File: src/rtl/c3lib_hs4_pkg.sv
// Shared types for the 4-phase source-side handshake.
// State encoding plus the phase counter width helper.
package c3lib_hs4_pkg;

   typedef enum logic [1:0] {
      IDLE   = 2'd0,
      REQ_HI = 2'd1,
      REQ_LO = 2'd2
   } hs4_state_e;

   // Bits needed to count 0..tmax, never fewer than one.
   function automatic int cnt_width(input int tmax);
      int w;
      w = $clog2(tmax + 1);
      if (w < 1) w = 1;
      return w;
   endfunction

endpackage

File: src/rtl/c3lib_sync_srst_behav.sv
// Single-bit multi-flop synchronizer with synchronous reset.
// Instantiated as its own hierarchy so the flop chain stays intact.
module c3lib_sync_srst_behav #(
   parameter logic RESET_VAL   = 1'b0,
   parameter int   SYNC_STAGES = 2
) (
   input  logic clk,
   input  logic rst,
   input  logic data_in,
   output logic data_out
);

   logic [SYNC_STAGES-1:0] sync_q;

   always_ff @(posedge clk) begin
      if (rst)
         sync_q <= {SYNC_STAGES{RESET_VAL}};
      else
         sync_q <= {sync_q[SYNC_STAGES-2:0], data_in};
   end

   assign data_out = sync_q[SYNC_STAGES-1];

endmodule

File: src/rtl/c3lib_hs4_src_sync.sv
// Source side of a 4-phase req/ack crossing: holds one word
// on hs_data while hs_req/hs_ack complete a full handshake.
module c3lib_hs4_src_sync
   import c3lib_hs4_pkg::*;
#(
   parameter int DWIDTH          = 8,
   parameter int ACK_SYNC_STAGES = 2,
   parameter int TIMEOUT_CYC     = 1023
) (
   input  logic              clk,
   input  logic              rst,
   input  logic              src_valid,
   input  logic [DWIDTH-1:0] src_data,
   output logic              src_ready,
   output logic              hs_req,
   output logic [DWIDTH-1:0] hs_data,
   input  logic              hs_ack,
   output logic              tx_done,
   output logic              timeout_err
);

   localparam int CW = cnt_width(TIMEOUT_CYC);
   localparam logic [CW-1:0] CNT_MAX = '1;
   localparam logic [CW-1:0] CNT_TO  = CW'(TIMEOUT_CYC);

   hs4_state_e    state;
   hs4_state_e    state_nx;
   logic          ack_s;
   logic          run_q;
   logic          accept;
   logic          to_hit;
   logic [CW-1:0] cnt;
   logic [CW-1:0] cnt_nx;

   (* dont_touch = "true" *)
   c3lib_sync_srst_behav #(
      .RESET_VAL   (1'b0),
      .SYNC_STAGES (ACK_SYNC_STAGES)
   ) u_ack_sync (
      .clk      (clk),
      .rst      (rst),
      .data_in  (hs_ack),
      .data_out (ack_s)
   );

   // run_q keeps src_ready low until the first edge out of reset.
   assign src_ready = (state == IDLE) & ~ack_s & run_q & ~rst;
   assign accept    = src_valid & src_ready;

   always_comb begin
      state_nx = state;
      unique case (state)
         IDLE:    if (accept) state_nx = REQ_HI;
         REQ_HI:  if (ack_s)  state_nx = REQ_LO;
         REQ_LO:  if (!ack_s) state_nx = IDLE;
         default: state_nx = IDLE;
      endcase
   end

   always_comb begin
      cnt_nx = '0;
      if (state != IDLE && state_nx == state) begin
         if (cnt != CNT_MAX)
            cnt_nx = cnt + 1'b1;
         else
            cnt_nx = cnt;
      end
   end

   assign to_hit = (TIMEOUT_CYC > 0) && (state != IDLE) &&
                   (cnt_nx == CNT_TO);

   always_ff @(posedge clk) begin
      if (rst) begin
         state       <= IDLE;
         cnt         <= '0;
         run_q       <= 1'b0;
         hs_req      <= 1'b0;
         hs_data     <= '0;
         tx_done     <= 1'b0;
         timeout_err <= 1'b0;
      end else begin
         state   <= state_nx;
         cnt     <= cnt_nx;
         run_q   <= 1'b1;
         tx_done <= (state == REQ_LO) && (state_nx == IDLE);
         if (accept) begin
            hs_data <= src_data;
            hs_req  <= 1'b1;
         end else if (state == REQ_HI && ack_s) begin
            hs_req  <= 1'b0;
         end
         // Timeout only reports; the handshake keeps running.
         if (to_hit)
            timeout_err <= 1'b1;
      end
   end

endmodule

File: config.mk
export PLATFORM = sky130hd
export DESIGN_NAME = c3lib_hs4_src_sync
export DESIGN_NICKNAME = d
export VERILOG_FILES = /design/src/rtl/c3lib_hs4_pkg.sv /design/src/rtl/c3lib_sync_srst_behav.sv /design/src/rtl/c3lib_hs4_src_sync.sv
export SDC_FILE = /design/constraint.sdc
export NUM_CORES = 1
export LEC_CHECK = 0
export ABC_CLOCK_PERIOD_IN_PS = 2400
export CORE_ASPECT_RATIO = 1.75
export CORE_MARGIN = 1
export CORE_UTILIZATION = 50
export CTS_CLUSTER_SIZE = 40
export DETAILED_ROUTE_END_ITERATION = 8
export GPL_TIMING_DRIVEN = 0
export HOLD_SLACK_MARGIN = 0.06
export MAX_ROUTING_LAYER = met4
export PLACE_DENSITY = 0.81
export SYNTH_ARGS = -nofsm -noshare
export SYNTH_HDL_FRONTEND = slang
export SYNTH_SLANG_ARGS = --single-unit
File: constraint.sdc
create_clock -name clk -period 2.4 [get_ports clk]
set_input_delay 0.36 -clock clk [delete_from_list [all_inputs] [get_ports clk]]
set_output_delay 0.36 -clock clk [all_outputs]
set_load 0.02 [all_outputs]
==> metrics.md <==
| Metric | Value |
|---|---|
| Row count | 23 |
| Hold crit path type | reg2reg |
| Final nets | 166 |
| CP Capture Type | output pin |
| Drt pass-1 iters | 4 |
| Post-CTS Setup Bufs | 0 |
| Largest net degree at the start of global routing | 14 |
| P per Cell Area | 501 mW/mm^2 |
| Gpl congestion | 0.803 |
| Mapped Avg Cell Area | 9.66 um^2 |
| Syn Inst Count | 125 |
| Max-Cap Viols | 0 |
| CTS buffer count | 3 |
| Setup ws final | 0.151 ns |
| DR vias | 1002 |
| Share of layout cells above drive strength 1 | 9.93% |
| Fin Clk Skew | 0.00137 ns |
| Fin crit share | 93.7% |
| Synthesized area | 0.00121 mm^2 |
| Clk pin slew, worst setup/hold paths | 0.08 ns |
| Max stage delay on crit path | 0.62 ns |
| Syn_nets | 138 |
| Setup violators final | 0 |
| Final hold vios | 0 |
| Sequential cell area fraction in the yosys report | 43.1% |
| Root buf cell | clkbuf_8 |
| H-Tree Depth | 1 |
| Finished Layout Cells | 176 |
| Outcome | complete, no violations |
| Max-slew violation total from the final report | 0 |
| First-pass GRT wire length | 4.15 mm |
| Number of remaining DRC errors | 0 |
| Antenna violations before repair | 0 |
| CP startpoint kind | input pin |
| Critical path buffer and inverter count | 3 |
| WL/cell | 14.5 um |
| Cell family with most CP delay | buffers and inverters |
| Simple-Gate Fraction of Synth Area | 26.0% |
| Max IR drop VDD | 0.400 mV |
| Worst rel slew slack | 69.5% |
| Post-Synth Adder-Cell Area | 1.04% |
| Max Fanout on Critical Path | 5 |
| Critical Path AT | 1.89 ns |
| N_diodes | 0 |
| Routed wire length | 2.56 mm |
| Library cells used by synthesis | 41 |
| FMAX | 0.445 GHz |
| RSZ-0062 raised after global routing | false |
| Longest Clk Path Bufs | 2 |
| CTS tree | yes |
| Initial Utilization | 53.1% |
| DRT iter0 DRCs | 19 |
| DR vias/cell | 5.69 |
| Complex-gate fraction of the synthesized area | 13.7% |
| P_leak | 0.618 nW |
| XOR/XNOR Fraction of Synth Area | 2.90% |
| Dpl ws | 0.151 ns |
| Congestion Overflow GR | 0 |
| Period minus WS final | 2.25 ns |
| Setup tns final | 0 ns |
| Hold slack | 0.457 ns |
| Placed Cells | 173 |
| Vias in the first global route | 1052 |
| Filler instances | 187 |
| Post-synthesis mux area share | 8.29% |
| Most used cell, CP | clkdlybuf4s50_1 |
| Synth warn | 0 |
| Port buffer count | 23 |
| Die W | 39.1 um |
| Dpl hpwl | 1.94 mm |
| #FFs+latches synth | 26 |
| Chip Height | 67.0 um |
| Worst Max-Slew Pin Slew | 0.458 ns |
| Clk_lat worst skew | 0.27 ns |
| I/O pin count | 24 |
| Post-DRT Antenna Nets | 0 |
| Placeable Area | 0.00227 mm^2 |
| Power, Total | 757 uW |
| Clock tree sinks | 26 |
| WS Path Type | in2out |
| Sequence of cells on the critical path | clkdlybuf4s50_1 -> nor2_1 -> and3_1 -> clkbuf_1 -> clkdlybuf4s50_1 |
| Critical Path Slowest Stage Cell | clkdlybuf4s50_1 |
| Post-CTS Resized | 0 |
| Largest family of logic cells by synthesized area | simple AND/OR/NAND/NOR gates |
| Total GRT Usage | 23.3% |
| Synth-to-Final Area Change | 25.1% |
| Hold_buf cts | 0 |
| Critical path required time | 2.04 ns |
| Die area | 0.00262 mm^2 |
-- state kept, by name (all words and copies together), names as in the netlist --
register           flops
cnt                   10
timeout_err            1
u_ack_sync.sync_q      2
run_q                  1
state                  2
hs_data                8
hs_req                 1
tx_done                1
-- metrics by stage --
| step | util [%] | area (um^2) |
|---|---|---|
| after floorplan | - | 1210 |
| after global placement | 64.6 | 1470 |
| after detailed placement | 64.6 | 1470 |
| after CTS | 66.4 | 1510 |
| after global routing | 66.4 | 1510 |
| final | 66.4 | 1510 |
-- layout by cell type, fill, tap and decap left out, types with 2 or more instances in the layout --
| cell | synthesis | routed |
|---|---|---|
| nand3_1 | 3 | 3 |
| nor2b_1 | 5 | 5 |
| clkdlybuf4s50_1 | 0 | 23 |
| and4_1 | 3 | 3 |
| and3_1 | 4 | 4 |
| buf_6 | 4 | 4 |
| o2111a_1 | 2 | 2 |
| clkbuf_1 | 2 | 2 |
| xor2_1 | 2 | 2 |
| nor2_1 | 15 | 15 |
| mux2i_1 | 10 | 10 |
| a31oi_1 | 2 | 2 |
| a21oi_1 | 6 | 6 |
| nand4_1 | 2 | 2 |
| dfxtp_1 | 26 | 26 |
| clkbuf_8 | 0 | 3 |
| nand2b_1 | 3 | 3 |
| nand2_1 | 10 | 10 |
| xnor2_1 | 2 | 2 |
-- synth_stat cells (all sizes together) --
cell type	n	share of area, %
a211o	1	0.83
a21boi	1	0.62
a21oi	6	2.5
a311oi	1	0.73
a31oi	2	1.0
a41o	1	0.83
a41oi	1	1.3
and3	4	2.1
and3b	1	0.73
and4	4	3.0
buf	5	4.0
clkbuf	2	0.62
dfxtp	26	43
ha	1	1.0
inv	1	0.31
mux2i	10	8.3
nand2	11	3.6
nand2b	3	1.6
nand3	4	2.1
nand4	3	2.8
nand4b	1	0.73
nor2	16	5.2
nor2b	5	2.6
nor3	1	0.41
nor3b	1	0.62
o2111a	2	1.9
o2111ai	1	0.73
o211ai	2	1.7
o21a	1	0.62
o21ai	1	0.41
o22ai	1	0.52
or4	1	0.62
xnor2	2	1.5
xor2	2	1.5
-- power breakdown --
part	internal (mW)	leakage (nW)	switching, mW
sequential	0.440	0.211	0.00621
combinational	0.0373	0.386	0.0299
clock	0.113	0.0216	0.131
-- routing by layer --
| layer | global-route usage, % | routed length (um) | vias up |
|---|---|---|---|
| met5 | - | 0 | - |
| met4 | 14.7 | 61 | 0 |
| met3 | 2.67 | 71 | 4 |
| met2 | 42.3 | 1400 | 24 |
| met1 | 21.4 | 1020 | 471 |
| li1 | - | - | 503 |
-- final cells by class --
class	count	area (um^2)	share of cell area, %
clock buffers	3	41.3	2.73
multi-input cells	91	627	41.5
flip-flops and latches	26	520	34.5
repair buffers	23	230	15.2
inverters	1	3.75	0.249
well taps	25	31.3	2.07
plain buffers	7	56.3	3.73
-- worst paths after layout --
check	start	end	slack, ns	cells past startpoint
worst max register to register	cnt[0]$_SDFF_PP0_	timeout_err$_SDFFE_PP0P_	0.42	7
worst max-delay path	rst	src_ready	0.15	5
worst min-delay path	u_ack_sync.sync_q[0]$_SDFF_PP0_	u_ack_sync.sync_q[1]$_SDFF_PP0_	0.46	1
worst min register to register	u_ack_sync.sync_q[0]$_SDFF_PP0_	u_ack_sync.sync_q[1]$_SDFF_PP0_	0.46	1
-- logic make-up (layout without fill, tap and decap cells) --
logic type                 after synthesis  after routing
muxes                                   10             10
AOI/OAI and AO/OA                       21             21
DFF                                     26             26
xor gates and xnor gates                 4              4
and+or+nand+nor                         55             55
adders and majority gates                1              1
buffers and inverters                    8             34
No activity file was read; power rests on OpenSTA's default activity.
